File: src/rtl/spi_slave_stream.sv
// SPI slave for all four SPI modes with DATA_W-bit words and multi-word frames.
// Received words queue in a registered RX FIFO; a status word is shifted out on MISO.
module spi_slave_stream #(
  parameter int DATA_W      = 8,
  parameter int FIFO_DEPTH  = 4,
  parameter int SYNC_STAGES = 2,
  parameter bit CPOL        = 1'b0,
  parameter bit CPHA        = 1'b0
) (
  input  logic                          i_clk,
  input  logic                          i_rst_n,
  input  logic                          i_sck,
  input  logic                          i_ss,
  input  logic                          i_mosi,
  output logic                          o_miso,
  output logic                          o_miso_oe,
  input  logic [DATA_W-1:0]             i_tx_data,
  output logic [DATA_W-1:0]             o_rx_data,
  output logic                          o_rx_valid,
  input  logic                          i_rx_ready,
  output logic [$clog2(FIFO_DEPTH):0]   o_fifo_level,
  output logic                          o_busy,
  output logic                          o_frame_err,
  output logic                          o_overrun,
  input  logic                          i_clr_err
);

  localparam int CNT_W = $clog2(DATA_W);
  localparam int PTR_W = $clog2(FIFO_DEPTH);
  localparam logic [CNT_W-1:0] LAST_BIT = CNT_W'(DATA_W - 1);
  localparam logic [PTR_W:0]   FULL_LVL = (PTR_W + 1)'(FIFO_DEPTH);

  typedef enum logic {
    ST_IDLE,
    ST_SHIFT
  } state_t;

  // Synchronisers, delayed copies for edge detection, and power-up arming
  logic [SYNC_STAGES-1:0] r_sck_sync;
  logic [SYNC_STAGES-1:0] r_ss_sync;
  logic [SYNC_STAGES-1:0] r_mosi_sync;
  logic [SYNC_STAGES-1:0] r_warm;
  logic                   r_sck_d;
  logic                   r_ss_d;
  logic                   r_armed;

  logic w_sck_s;
  logic w_ss_s;
  logic w_mosi_s;
  logic w_lead_edge;
  logic w_trail_edge;
  logic w_sample_edge;
  logic w_shift_edge;
  logic w_ss_fall;
  logic w_ss_rise;

  always_ff @(posedge i_clk or negedge i_rst_n) begin
    if (!i_rst_n) begin
      r_sck_sync  <= {SYNC_STAGES{CPOL}};
      r_ss_sync   <= '1;
      r_mosi_sync <= '0;
      r_warm      <= '0;
      r_sck_d     <= CPOL;
      r_ss_d      <= 1'b1;
      r_armed     <= 1'b0;
    end else begin
      r_sck_sync  <= {r_sck_sync[SYNC_STAGES-2:0], i_sck};
      r_ss_sync   <= {r_ss_sync[SYNC_STAGES-2:0], i_ss};
      r_mosi_sync <= {r_mosi_sync[SYNC_STAGES-2:0], i_mosi};
      r_warm      <= {r_warm[SYNC_STAGES-2:0], 1'b1};
      r_sck_d     <= w_sck_s;
      r_ss_d      <= w_ss_s;
      if (r_warm[SYNC_STAGES-1] && w_ss_s) begin
        r_armed <= 1'b1;
      end
    end
  end

  assign w_sck_s  = r_sck_sync[SYNC_STAGES-1];
  assign w_ss_s   = r_ss_sync[SYNC_STAGES-1];
  assign w_mosi_s = r_mosi_sync[SYNC_STAGES-1];

  assign w_lead_edge   = (r_sck_d == CPOL) && (w_sck_s != CPOL);
  assign w_trail_edge  = (r_sck_d != CPOL) && (w_sck_s == CPOL);
  assign w_sample_edge = CPHA ? w_trail_edge : w_lead_edge;
  assign w_shift_edge  = CPHA ? w_lead_edge : w_trail_edge;

  // A frame already running when reset released must not be joined, so
  // SS is only honoured once it has been seen high after the synchroniser flushed.
  assign w_ss_fall = r_armed && r_ss_d && !w_ss_s;
  assign w_ss_rise = !r_ss_d && w_ss_s;

  // Shift-register FSM
  state_t               r_state;
  logic [DATA_W-1:0]    r_tx_shift;
  logic [DATA_W-1:0]    r_rx_shift;
  logic [CNT_W-1:0]     r_bit_cnt;
  logic                 r_first_edge;
  logic                 r_busy;
  logic                 r_frame_err;

  logic                 w_word_done;
  logic [DATA_W-1:0]    w_push_data;

  assign w_word_done = (r_state == ST_SHIFT) && w_sample_edge && (r_bit_cnt == LAST_BIT);
  assign w_push_data = {r_rx_shift[DATA_W-2:0], w_mosi_s};

  always_ff @(posedge i_clk or negedge i_rst_n) begin
    if (!i_rst_n) begin
      r_state      <= ST_IDLE;
      r_tx_shift   <= '0;
      r_rx_shift   <= '0;
      r_bit_cnt    <= '0;
      r_first_edge <= 1'b0;
      r_busy       <= 1'b0;
      r_frame_err  <= 1'b0;
    end else begin
      r_frame_err <= 1'b0;
      case (r_state)
        ST_IDLE: begin
          r_bit_cnt <= '0;
          r_busy    <= 1'b0;
          if (w_ss_fall) begin
            r_state      <= ST_SHIFT;
            r_tx_shift   <= i_tx_data;
            r_first_edge <= 1'b1;
            r_busy       <= 1'b1;
          end
        end
        ST_SHIFT: begin
          if (w_sample_edge) begin
            r_rx_shift <= w_push_data;
            if (r_bit_cnt == LAST_BIT) begin
              r_bit_cnt    <= '0;
              r_tx_shift   <= i_tx_data;
              r_first_edge <= CPHA;
            end else begin
              r_bit_cnt <= r_bit_cnt + CNT_W'(1);
            end
          end else if (w_shift_edge) begin
            if (CPHA && r_first_edge) begin
              r_first_edge <= 1'b0;
            end else begin
              r_tx_shift <= r_tx_shift << 1;
            end
          end
          // A word completing in the same cycle as SS release is kept, not flagged
          if (w_ss_rise) begin
            r_state     <= ST_IDLE;
            r_busy      <= 1'b0;
            r_tx_shift  <= '0;
            r_bit_cnt   <= '0;
            r_frame_err <= (r_bit_cnt != '0) && !w_word_done;
          end
        end
        default: r_state <= ST_IDLE;
      endcase
    end
  end

  assign o_miso      = r_tx_shift[DATA_W-1];
  assign o_miso_oe   = r_busy;
  assign o_busy      = r_busy;
  assign o_frame_err = r_frame_err;

  // RX FIFO: registered, pointers wrap naturally because depth is a power of two
  logic [DATA_W-1:0] r_mem [FIFO_DEPTH];
  logic [PTR_W-1:0]  r_wr_ptr;
  logic [PTR_W-1:0]  r_rd_ptr;
  logic [PTR_W:0]    r_count;
  logic              r_overrun;

  logic w_full;
  logic w_pop;
  logic w_wr;
  logic w_drop;

  assign w_full = (r_count == FULL_LVL);
  assign w_pop  = (r_count != '0) && i_rx_ready;
  assign w_wr   = w_word_done && (!w_full || w_pop);
  assign w_drop = w_word_done && w_full && !w_pop;

  always_ff @(posedge i_clk) begin
    if (w_wr) begin
      r_mem[r_wr_ptr] <= w_push_data;
    end
  end

  always_ff @(posedge i_clk or negedge i_rst_n) begin
    if (!i_rst_n) begin
      r_wr_ptr  <= '0;
      r_rd_ptr  <= '0;
      r_count   <= '0;
      r_overrun <= 1'b0;
    end else begin
      if (w_wr) begin
        r_wr_ptr <= r_wr_ptr + PTR_W'(1);
      end
      if (w_pop) begin
        r_rd_ptr <= r_rd_ptr + PTR_W'(1);
      end
      case ({w_wr, w_pop})
        2'b10:   r_count <= r_count + (PTR_W + 1)'(1);
        2'b01:   r_count <= r_count - (PTR_W + 1)'(1);
        default: r_count <= r_count;
      endcase
      if (w_drop) begin
        r_overrun <= 1'b1;
      end else if (i_clr_err) begin
        r_overrun <= 1'b0;
      end
    end
  end

  assign o_rx_valid   = (r_count != '0);
  assign o_rx_data    = (r_count != '0) ? r_mem[r_rd_ptr] : '0;
  assign o_fifo_level = r_count;
  assign o_overrun    = r_overrun;

endmodule

File: config.mk
export PLATFORM = sky130hd
export DESIGN_NAME = spi_slave_stream
export DESIGN_NICKNAME = d
export VERILOG_FILES = /design/src/rtl/spi_slave_stream.sv
export SDC_FILE = /design/constraint.sdc
export NUM_CORES = 1
export LEC_CHECK = 0
export CORE_MARGIN = 4
export CORE_UTILIZATION = 30
export DETAILED_ROUTE_END_ITERATION = 6
export PLACE_DENSITY = 0.58
export SLEW_MARGIN = 20
export SYNTH_ARGS = -nofsm -noshare
export SYNTH_HDL_FRONTEND = slang
export SYNTH_SLANG_ARGS = --single-unit
File: constraint.sdc
create_clock -name i_clk -period 2.2 [get_ports i_clk]
set_input_delay 0.44 -clock i_clk [delete_from_list [all_inputs] [get_ports i_clk]]
set_output_delay 0.44 -clock i_clk [all_outputs]
set_load 0.02 [all_outputs]
==> summary.txt, run 1 <==
Clock tree
  – CTS sink cnt: between 70 and 80
  – Worst skew pair latency: around 360 ps
  – Clock tree buffer depth: 2
  – CTS Buf Count: 9
  – H-Tree Depth: 3
  – Root buf cell: clkbuf_8
  – Reg clk slew, reported paths: around 80 ps
  – CTS tree: built

STA
  – Slew @ Worst Pin: between 500 and 600 ps
  – Rel. slew slack: about three fifths
  – Final hold vios: 0
  – Worst Skew: between 15 and 20 ps
  – Max Clk Rate: about 0.46 GHz
  – RSZ-0062 raised after global routing: true
  – Endpoints failing setup: 0
  – Slew Limit Fails: 0
  – Fin Hold WS: about 350 ps
  – Period utilization: ~100%
  – Final min period: roughly 2200 ps

Placed design
  – Port Buf Inserts: 31
  – HPWL Detailed: roughly 3400 um
  – Dpl cell area: about 0.0035 mm^2
  – RD Place Congestion: 0.683
  – Inst Count DP: about 360

Die
  – Initial Util: between 30 and 40%
  – Die width: 108 um
  – Die height: 108 um
  – Die Area: about 0.012 mm^2
  – Core area: about 0.01 mm^2
  – # rows: 36
  – I/O pin total: 32

Logic synthesis
  – Synth Area in Compound Gates: around 5.1%
  – Yosys top cell area share: between 30 and 40%
  – Distinct cells, synth: between 40 and 50
  – Syn Nets: about 220
  – Mux cell area share after synthesis: between 10% and 20%
  – Synth Area in Simple Gates: 7.13%
  – Top_reg_cell synth: dfrtp_1
  – Largest family of logic cells by synthesized area: multiplexers
  – Commonest cells in the netlist: dfrtp_1 (37), edfxtp_1 (32), inv_1 (14)
  – Async SR Flop Fraction: roughly 56%
  – Synth Area in Adders: 4.42%
  – Avg Inst Size Synth: 15.8 um^2
  – Synth Register Bits: between 70 and 80
  – Netlist Area Pre-Place: between 0.003 and 0.004 mm^2
  – Yosys warns: 0
  – Post-synthesis cell type with the largest combined area: edfxtp_1
  – Sequential area share after synthesis: approximately two thirds
  – Post-Synth XOR/XNOR Area: roughly 2%
  – Top-count cell post-synth: dfrtp_1
  – Synth area leaders: edfxtp_1 (32%), dfrtp_1 (31%), mux4_2 (6.0%)
  – Post-synth EDFFs: 32
  – Synthesized instance count: between 150 and 200

Routing
  – Met3 WL: between 200 and 250 um
  – WL met1: 2280 um
  – Drc violations: 0
  – Post-route ant nets: 0
  – Routed length on met2: around 2600 um
  – Routed length per instance: 13.6 um
  – DR vias/cell: ~4.3
  – DRT Pass-1 Iters: 4
  – Max layer used: met4
  – Routed WL: between 5000 and 6000 um
  – DR iter-0 viols: 23
  – Vias: between 1500 and 2000

GRT
  – Gr ovfl total: 0
  – Largest net degree at the start of global routing: 27
  – Initial antenna violation count: 0
  – Vias in the first global route: between 1500 and 2000
  – Total GRT Usage: ~9.8%
  – First-pass GRT wire length: 8570 um

Job
  – Max-cap violation count: 0

Worst setup path
  – Endpoint class of the critical path: primary output
  – Startpoint Class: flip-flop
  – R2R Path Start: o_fifo_level[0]$_DFFE_PN0P_
  – Worst Setup SP: r_rd_ptr[0]$_DFFE_PN0P_
  – Reg2reg end: o_fifo_level[2]$_DFFE_PN0P_
  – WP data arrival: between 1500 and 2000 ps
  – Cells on worst reg2reg path: 9
  – CP Max Fanout: 7
  – Reg-to-reg slack, setup: ~80 ps
  – Crit path kind: reg2out
  – Required time of the critical path: around 1800 ps
  – Critical Path Sink: o_rx_data[6]

Power and ir drop
  – Leakage: 1.54 nW
  – Pwr/cell area: roughly 1100 mW/mm^2
  – Max VDD drop: between 500 and 600 uV
  – Power Total: 4.31 mW

Layout
  – Area of the multi-input gates: just under 0.001 mm^2
  – Filler Cells Inserted: 941
  – Register area: between 0.0015 and 0.002 mm^2
  – Finished Layout Cells: about 380
  – Antenna diode count: 0
  – Final std cell area, no fill: 0.00381 mm^2
  – Share of cells above drive strength 1: a little over a third
  – Area Overhead vs Synth: 27.1%
  – # nets final: 265

Worst hold path
  – Worst Hold Class: reg2reg

Status
  – Status: complete, no violations
flip-flops by register name, indices dropped and copies added, names as in the netlist, 2 cells and up:
| signal | cells |
|---|---|
| r_ss_sync | 2 |
| r_rd_ptr | 2 |
| r_mosi_sync | 2 |
| r_tx_shift | 8 |
| r_wr_ptr | 2 |
| r_warm | 2 |
| r_sck_sync | 2 |
| r_mem | 32 |
| r_rx_shift | 7 |
| o_fifo_level | 3 |
| r_bit_cnt | 3 |
cells in the final DEF, fill, tap and decap left out, types with 5 or more instances in the layout:
cell / count
a22o_1: 5
and2_4: 13
buf_4: 10
buf_6: 11
clkbuf_8: 9
clkdlybuf4s50_1: 20
dfrtp_1: 35
edfxtp_1: 32
ha_1: 8
inv_1: 14
mux2_2: 13
mux4_2: 8
nand2_1: 7
nor2_1: 5
critical path: stages (launching register included):
cell and delay (ps):
dfrtp_1 400, buf_12 140, buf_4 110, mux4_2 480, and2_4 150, buf_6 120
what timing repair did:
action                                  CTS  global route
pin swaps                                 2             7
hold buffers                              1             0
endpoints found under the setup margin   10            10
gates resized for setup                  32            31
buffers inserted                          3             2
endpoints found under the hold margin    11             0
cell families after synthesis:
kind of cell               Yosys count
xor gates and xnor gates             6
muxes                               25
and+or+nand+nor                     34
AOI/OAI and AO/OA                   19
adders and majority gates           10
DFF                                 72
buffers and inverters               23
other                                1
where the power goes:
group	internal, mW	switching [mW]	total [mW]
Combinational	0.880	0.583	1.46
Clock	0.431	0.565	0.995
Sequential	1.65	0.199	1.85
Total	2.96	1.35	4.31
worst min-delay path by stage:
stage	start	to	cells after the start
floorplan	i_rst_n	o_busy$_DFFE_PN0N_	0
global placement	r_warm[0]$_DFF_PN0_	r_warm[1]$_DFF_PN0_	0
detailed placement	r_mosi_sync[0]$_DFF_PN0_	r_mosi_sync[1]$_DFF_PN0_	0
CTS	r_mosi_sync[0]$_DFF_PN0_	r_mosi_sync[1]$_DFF_PN0_	0
global route	r_ss_sync[0]$_DFF_PN1_	r_ss_sync[1]$_DFF_PN1_	0
finish	r_mosi_sync[0]$_DFF_PN0_	r_mosi_sync[1]$_DFF_PN0_	0
layer usage:
metal | GRT usage (%) | up-vias
met5 | 0 | -
met4 | 3.52 | 0
met3 | 4.00 | 10
met2 | 15.8 | 34
met1 | 11.9 | 812
li1 | - | 773
stage by stage:
| stage | setup TNS (ps) | worst slack (ps) | utilization [%] |
|---|---|---|---|
| 3_5_place_dp | -673 | -393 | 36.1 |
| 4_1_cts | -390 | -87.7 | 38.0 |
| 2_1_floorplan | -45.1 | -45.1 | - |
| 5_1_grt | -348 | -79.5 | 39.0 |
| 6_report | 0 | 4.34 | 39.0 |
| 3_3_place_gp | -619 | -360 | 36.1 |
final cells by class:
cell class / count / share of cell area, %
multi-input combinational: 95 / 25.7
inverter: 16 / 1.57
clock buffer: 9 / 3.25
timing repair buffer: 46 / 11.9
sequential: 72 / 51.6
clock inverter: 7 / 1.61
tap: 133 / 4.36
Note: power is estimated with default switching activity, not from simulation.
==> run 2, diff against run 1 <==
--- a/config.mk
+++ b/config.mk
@@ -7,6 +7,7 @@
 export LEC_CHECK = 0
 export CORE_MARGIN = 4
 export CORE_UTILIZATION = 30
+export CTS_CLUSTER_DIAMETER = 150
 export DETAILED_ROUTE_END_ITERATION = 6
 export PLACE_DENSITY = 0.58
 export SLEW_MARGIN = 20
==> results of run 2 <==
Same layout as run 1: the final DEF is identical, and so are final timing and power.
==> run 3, diff against run 2 <==
--- a/config.mk
+++ b/config.mk
@@ -6,11 +6,11 @@
 export NUM_CORES = 1
 export LEC_CHECK = 0
 export CORE_MARGIN = 4
-export CORE_UTILIZATION = 30
+export CORE_UTILIZATION = 45
 export CTS_CLUSTER_DIAMETER = 150
 export DETAILED_ROUTE_END_ITERATION = 6
-export PLACE_DENSITY = 0.58
-export SLEW_MARGIN = 20
+export PLACE_DENSITY = 0.77
+export SLEW_MARGIN = 25
 export SYNTH_ARGS = -nofsm -noshare
 export SYNTH_HDL_FRONTEND = slang
 export SYNTH_SLANG_ARGS = --single-unit
==> summary.txt, run 3 (synthesized netlist as in run 1, its figures left out) <==
Status
  – Status: complete, no violations (unchanged)

Routing
  – DRT Pass-1 Iters: 4 (unchanged)
  – Vias: 1628 (was 1629)
  – Routed length per instance: 15.7 um (was 13.6 um)
  – Drc violations: 0 (unchanged)
  – Routed WL: 5000 um (was 5160 um)
  – DR iter-0 viols: 95 (was 23)
  – Post-route ant nets: 0 (unchanged)
  – DR vias/cell: 5.12 (was 4.31)

GRT
  – First-pass GRT wire length: 8220 um (was 8570 um)
  – Total GRT Usage: 14.1% (was 9.79%)
  – Gr ovfl total: 0 (unchanged)
  – Initial antenna violation count: 0 (unchanged)
  – Largest net degree at the start of global routing: 20 (was 27)
  – Vias in the first global route: 1708 (was 1681)

Worst setup path
  – Crit path largest cell delay: 540 ps (was 480 ps)
  – Worst Path Buf+Inv: 2 (was 3)
  – Crit path kind: reg2reg (was reg2out)
  – Startpoint Class: flip-flop (unchanged)
  – WP data arrival: 2390 ps (was 1760 ps)
  – Endpoint class of the critical path: flip-flop (was primary output)
  – Required time of the critical path: 2460 ps (was 1760 ps)
  – Slowest-stage cell, CP: or4b_4 (was mux4_2)
  – Worst path top cell family by delay: simple AND/OR/NAND/NOR gates (was multiplexers)
  – CP Cell Sequence: or4b_4 > nor2b_4 > inv_2 > ha_4 > inv_2 > fa_2 > xor2_1 > nor2_1 > xor2_1 (was buf_12 > buf_4 > mux4_2 > and2_4 > buf_6)
  – CP Max Fanout: 3 (was 7)

Power and ir drop
  – Power Total: 3.96 mW (was 4.31 mW)
  – Pwr/cell area: 1090 mW/mm^2 (was 1130 mW/mm^2)
  – Clock power frac: 23.8% (was 23.1%)
  – Internal power: 2.75 mW (was 2.96 mW)
  – Leakage: 1.49 nW (was 1.54 nW)
  – Max VDD drop: 435 uV (was 553 uV)
  – Switch Pwr: 1.21 mW (was 1.35 mW)
  – Sequential Power Share: 46.7% (was 42.9%)
  – Comb pwr share: 29.5% (was 34.0%)
  – Switching Fraction: 30.5% (was 31.3%)

STA
  – Final min period: 2130 ps (was 2200 ps)
  – RSZ-0062 raised after global routing: true (unchanged)
  – Final hold vios: 0 (unchanged)
  – Period utilization: 97.0% (was 99.8%)
  – Fin Hold WS: 347 ps (was 345 ps)
  – Max Clk Rate: 0.469 GHz (was 0.455 GHz)
  – Worst Skew: 11.5 ps (was 17.1 ps)
  – Slew Limit Fails: 0 (unchanged)
  – Worst Slack Setup Final: 65.6 ps (was 4.34 ps)
  – Endpoints failing setup: 0 (unchanged)
  – TNS Setup: 0 ps (unchanged)

Placed design
  – Inst Count DP: 300 (was 356)
  – HPWL Detailed: 3510 um (was 3360 um)
  – Worst slack, placed: -441 ps (was -393 ps)
  – RD Place Congestion: 0.752 (was 0.683)
  – Port Buf Inserts: 31 (unchanged)
  – Dpl cell area: 0.00346 mm^2 (was 0.00353 mm^2)

Clock tree
  – CTS sink cnt: 72 (unchanged)
  – CTS Buf Count: 9 (unchanged)
  – Clock tree buffer depth: 2 (unchanged)
  – Worst skew pair latency: 340 ps (was 360 ps)
  – Root buf cell: clkbuf_8 (unchanged)
  – H-Tree Depth: 3 (unchanged)
  – Reg clk slew, reported paths: 70 ps (was 80 ps)
  – CTS tree: built (unchanged)

Layout
  – Final std cell area, no fill: 0.00362 mm^2 (was 0.00381 mm^2)
  – Share of cells above drive strength 1: 32.0% (was 36.3%)
  – # nets final: 261 (was 265)
  – Area of the multi-input gates: 952 um^2 (was 980 um^2)
  – Commonest non-fill, non-tap cell in the layout: dfrtp_1 (unchanged)
  – Max reg flops: 32 (unchanged)
  – Filler Cells Inserted: 493 (was 941)
  – Antenna diode count: 0 (unchanged)
  – Largest reg by FF count: r_mem (unchanged)
  – Area Overhead vs Synth: 20.6% (was 27.1%)
  – Regs by FF count: r_mem (32), r_tx_shift (8), r_rx_shift (7) (unchanged)
  – Register area: 0.00197 mm^2 (unchanged)
  – Final Core Density: 56.4% (was 39.0%)
  – Commonest non-fill, non-tap cells in the layout: dfrtp_1 (35), edfxtp_1 (32), clkdlybuf4s50_1 (20) (unchanged)
  – Finished Layout Cells: 318 (was 378)

Job
  – Max-cap violation count: 0 (unchanged)

Worst hold path
  – Worst Hold Class: reg2reg (unchanged)

Die
  – # rows: 29 (was 36)
  – I/O pin total: 32 (unchanged)
  – Core area: 0.00642 mm^2 (was 0.00977 mm^2)
  – Die width: 89.7 um (was 108 um)
  – Die Area: 0.00804 mm^2 (was 0.0117 mm^2)
  – Initial Util: 46.7% (was 30.7%)
  – Die height: 89.7 um (was 108 um)
==> run 3: cell types whose count changed in the layout (fill, tap and decap cells not counted), moves of 2 or more <==
cell	delta
and2_1	+8
and2_4	-8
buf_2	+8
buf_6	-11
clkinv_2	+3
clkinvlp_4	-2
inv_6	-3
==> run 3: final cells by class <==
class	count	share of cell area (%)
sequential	72	54.4
multi-input combinational	95	26.3
tap	77	2.66
clock inverter	5	0.830
inverter	16	1.66
clock buffer	11	4.22
timing repair buffer	42	9.96
==> run 3: power by group through the flow <==
stage | Sequential (mW) | Combinational (mW) | Clock, mW
after detailed placement | 1.88 | 1.27 | 0
after global placement | 1.86 | 1.23 | 0
after CTS | 1.85 | 1.20 | 0.963
after global routing | 1.88 | 1.27 | 1.02
after floorplan | 1.84 | 0.762 | 0
final | 1.85 | 1.17 | 0.942
==> run 3: final timing paths <==
path,start,end,slack (ps),cells after the start
min,r_sck_sync[0]$_DFF_PN0_,r_sck_sync[1]$_DFF_PN0_,350,0
min reg2reg,r_sck_sync[0]$_DFF_PN0_,r_sck_sync[1]$_DFF_PN0_,350,0
max reg2reg,o_fifo_level[0]$_DFFE_PN0P_,o_fifo_level[2]$_DFFE_PN0P_,70,9
min in group asynchronous,i_rst_n,r_rd_ptr[0]$_DFFE_PN0P_,470,2
max in group asynchronous,i_rst_n,r_ss_sync[0]$_DFF_PN1_,1170,3
max,o_fifo_level[0]$_DFFE_PN0P_,o_fifo_level[2]$_DFFE_PN0P_,70,9
==> run 3: layer usage <==
metal	track usage [%]	wire, um	up-vias
li1	-	-	765
met1	16.8	2070	824
met2	23.9	2640	32
met3	3.01	184	7
met4	7.44	93	0
met5	0	0	-
==> run 3: what timing repair did <==
item                       4_1_cts  5_1_grt
setup endpoints to repair       10        1
hold buffers                     1        0
buffers inserted                 1        0
resized for setup               35        1
hold endpoints to repair         7        0
pin swaps                        2        0
==> RTL change 1 (settings of run 2) <==
Make the reset (`i_rst_n`) synchronous in 3 clocked blocks.
--- a/src/rtl/spi_slave_stream.sv
+++ b/src/rtl/spi_slave_stream.sv
@@ -56,3 +56,3 @@
 
-  always_ff @(posedge i_clk or negedge i_rst_n) begin
+  always_ff @(posedge i_clk) begin
     if (!i_rst_n) begin
@@ -107,3 +107,3 @@
 
-  always_ff @(posedge i_clk or negedge i_rst_n) begin
+  always_ff @(posedge i_clk) begin
     if (!i_rst_n) begin
@@ -188,3 +188,3 @@
 
-  always_ff @(posedge i_clk or negedge i_rst_n) begin
+  always_ff @(posedge i_clk) begin
     if (!i_rst_n) begin
Check against the original RTL: differs if i_rst_n is asserted again (counterexample within 10 cycles, from zero or initial values and one cycle with i_rst_n low); with i_rst_n held inactive, the same outputs for 10 cycles.
==> RTL change 1 against run 2 <==
Maximum frequency grew 3.9%; wire length grew 7.0%; combinational power shrank 47%; design area grew 2.4%; synthesized area grew 5.7%; setup slack gained 0.082 ns; clock power grew 13%; die area grew 5.3%; power shrank 21%; clock skew shrank 0.010 ns; sequential cell count grew 2; core utilization shrank 1.2 points; largest power group unchanged.
==> RTL change 1: results (changes against run 2) <==
pre_cts_slack_ns: -0.0666  # +0.327 ns
placed_cell_area_um2: 3690  # +4.7%
fillCellCount: 1003  # +6.6%
post-cts-setup-buffers: 2  # -1
nets: 336  # +27%
async_reset_ff_share_pct: 0  # -56 points
met2_usage_pct: 15.7  # -0.028 points
wl_met1_um: 2490  # +9.3%
p_leak_nw: 1.40  # -9.0%
hpwl_um: 3650  # +8.5%
wl_met2_um: 2690  # +4.7%
wl_met3_um: 280  # +21%
clkLatencyLatePin_ns: 0.34  # -0.02 ns
synthXorXnorAreaFrac_pct: 0.829  # -1.2 points
use_met1_pct: 11.4  # -0.45 points
power_density_nw_per_um2: 869  # -23%
grt_max_degree: 51  # +89%
synth_compound_area_share_pct: 7.50  # +2.4 points
clock_power_mw: 1.12  # +13%
synthFlopType: "dfxtp_1"
yosysUniqueCellTypes: 37  # -14%
routabilityCongestion: 0.719  # +5.3%
synth_mux_area_share_pct: 9.79  # -2.5 points
synth_nets: 295  # +37%
synthCells: 271  # +43%
internal_power_mw: 2.50  # -15%
grt.total_usage_pct: 9.56  # -0.24 points
yosys-top-cells-count: "dfxtp_1 (42), nand2_1 (33), edfxtp_1 (32)"
maxSlewHeadroom_pct: 70.8  # +10 points
seq_area_frac_synth_pct: 56.8  # -8.7 points
grt_pass1_vias: 2034  # +21%
wl_per_cell_um: 12.2  # -11%
use_met3_pct: 4.04  # +0.039 points
synth_fa_ha_area_share_pct: 3.79  # -0.63 points
ctsResizeCount: 26  # -19%
crit_fanout: 8  # +1
status: "complete, no violations"
ir_drop_uv: 394  # -29%
dp_cells: 435  # +22%
drive_gt1_share_pct: 16.7  # -20 points
viasPerCell: 4.46  # +3.5%
drt_iter0_drc: 48  # +110%
pwr-share-comb_pct: 22.6  # -11 points
ys_top_cells_by_area: "edfxtp_1 (30%), dfxtp_1 (27%), mux4_2 (5.7%), mux2i_1 (4.1%), nand2_1 (3.9%)"
layout.cells.non_filler: 453  # +20%
hold_path.class: "flip-flop to flip-flop"
grt_pass1_wl_um: 9490  # +11%
fin_skew_ns: 0.00657  # -0.0105 ns
RTL change 1: changes by cell type after synthesis, moves of 13 or more:
| cell | change |
|---|---|
| dfxtp_1 | +42 |
| dfrtp_1 | -37 |
| nand2_1 | +26 |
| nor2b_1 | +17 |
| mux2_2 | -13 |
RTL change 1: final cells by class:
cell class | count | area (um2) | area share, %
clock inverters | 6 | 90.1 | 2.31
inverters | 10 | 37.5 | 0.961
repair buffers | 45 | 413 | 10.6
multi-input cells | 172 | 1260 | 32.4
clock buffers | 10 | 128 | 3.27
well taps | 136 | 170 | 4.36
flip-flops and latches | 74 | 1800 | 46.2
RTL change 1: final timing paths:
path                            slack, ns         endpoint    startpoint  cells after the start
worst max-delay path                 0.09     o_rx_data[1]     flip-flop                      4
worst min register to register       0.41     r_ss_sync[1]  r_ss_sync[0]                      1
worst max register to register       0.17  o_fifo_level[2]  r_bit_cnt[0]                      7
worst min-delay path                 0.41     r_ss_sync[1]  r_ss_sync[0]                      1
==> RTL change 2 (settings of run 2) <==
Made on the original files. The parameter `CPOL` goes from 1'b0 to 1'b1.
--- a/src/rtl/spi_slave_stream.sv
+++ b/src/rtl/spi_slave_stream.sv
@@ -6,3 +6,3 @@
   parameter int SYNC_STAGES = 2,
-  parameter bit CPOL        = 1'b0,
+  parameter bit CPOL        = 1'b1,
   parameter bit CPHA        = 1'b0
Check against the original RTL: not equivalent (Yosys sat finds a counterexample within 10 cycles, from zero or initial values and one cycle with i_rst_n low).
==> RTL change 2 against run 2 <==
First-iteration DRC count increased by 8.7%; sequential cell count did not move; wire length decreased by 6.7%; design area rose by 0.52%; synthesized area up 0.13%; setup slack improved by 0.00094 ns; critical path depth unchanged; power grew 3.6%; core utilization is 0.20 points higher; cell count is 0.53% lower; combinational power decreased by 7%; critical path type unchanged; critical endpoint unchanged.
==> RTL change 2: results (changes against run 2) <==
viasPerCell: 4.32  # +0.16%
grt_pass1_vias: 1710  # +1.7%
buffers_excl_clock: 44  # -4.3%
use_met1_pct: 10.9  # -0.94 points
syn_area_per_cell_um2: 15.8  # +0.13%
met2_usage_pct: 15.5  # -0.31 points
hold_path.class: "input port to async pin"
yosys-top-cells-count: "dfrtp_1 (34), edfxtp_1 (32), inv_1 (14)"
nets: 263  # -0.75%
internal_power_mw: 3.22  # +8.7%
fin_skew_ns: 0.0110  # -0.00603 ns
wl_met3_um: 242  # +4.3%
wl_um: 4810  # -6.7%
placed_cell_area_um2: 3530  # +0.11%
status: "complete, no violations"
clkLatencyLatePin_ns: 0.34  # -0.02 ns
nClkBuffers: 10  # +1
crit_fanout: 4  # -3
wl_per_cell_um: 12.8  # -6.2%
wl_met1_um: 2100  # -8.0%
grt.total_usage_pct: 9.33  # -0.46 points
hpwl_um: 3210  # -4.4%
fin_area_um2: 3830  # +0.52%
p_sw_share_pct: 27.9  # -3.4 points
routabilityCongestion: 0.671  # -1.7%
[RTL change 2: cell types whose count changed after synthesis]
cell,before,now
dfstp_2,3,6
dfrtp_1,37,34
[RTL change 2: worst max-delay path by stage]
stage,start,end,slack [ns],depth (start not counted)
detailed placement,i_rx_ready,o_fifo_level[2],-0.39,10
finish,r_rd_ptr[0],o_rx_data[6],0.005,5
floorplan,o_fifo_level[0],o_fifo_level[2],-0.05,10
global route,r_rd_ptr[0],o_rx_data[6],-0.06,5
global placement,i_rx_ready,o_fifo_level[2],-0.36,10
CTS,r_rd_ptr[0],o_rx_data[4],-0.09,5
[RTL change 2: kinds of logic (layout without fill, tap and decap cells)]
logic type	after synthesis	count (layout)	synth area share (%)
other	1	1	0.125
AO/OA/AOI/OAI	19	19	5.12
AND/OR/NAND/NOR	34	34	7.12
adder cells (fa/ha/maj)	10	10	4.41
flip-flops	72	72	65.6
buffers and inverters	23	76	3.42
XOR/XNOR	6	6	2.00
multiplexers	25	25	12.2
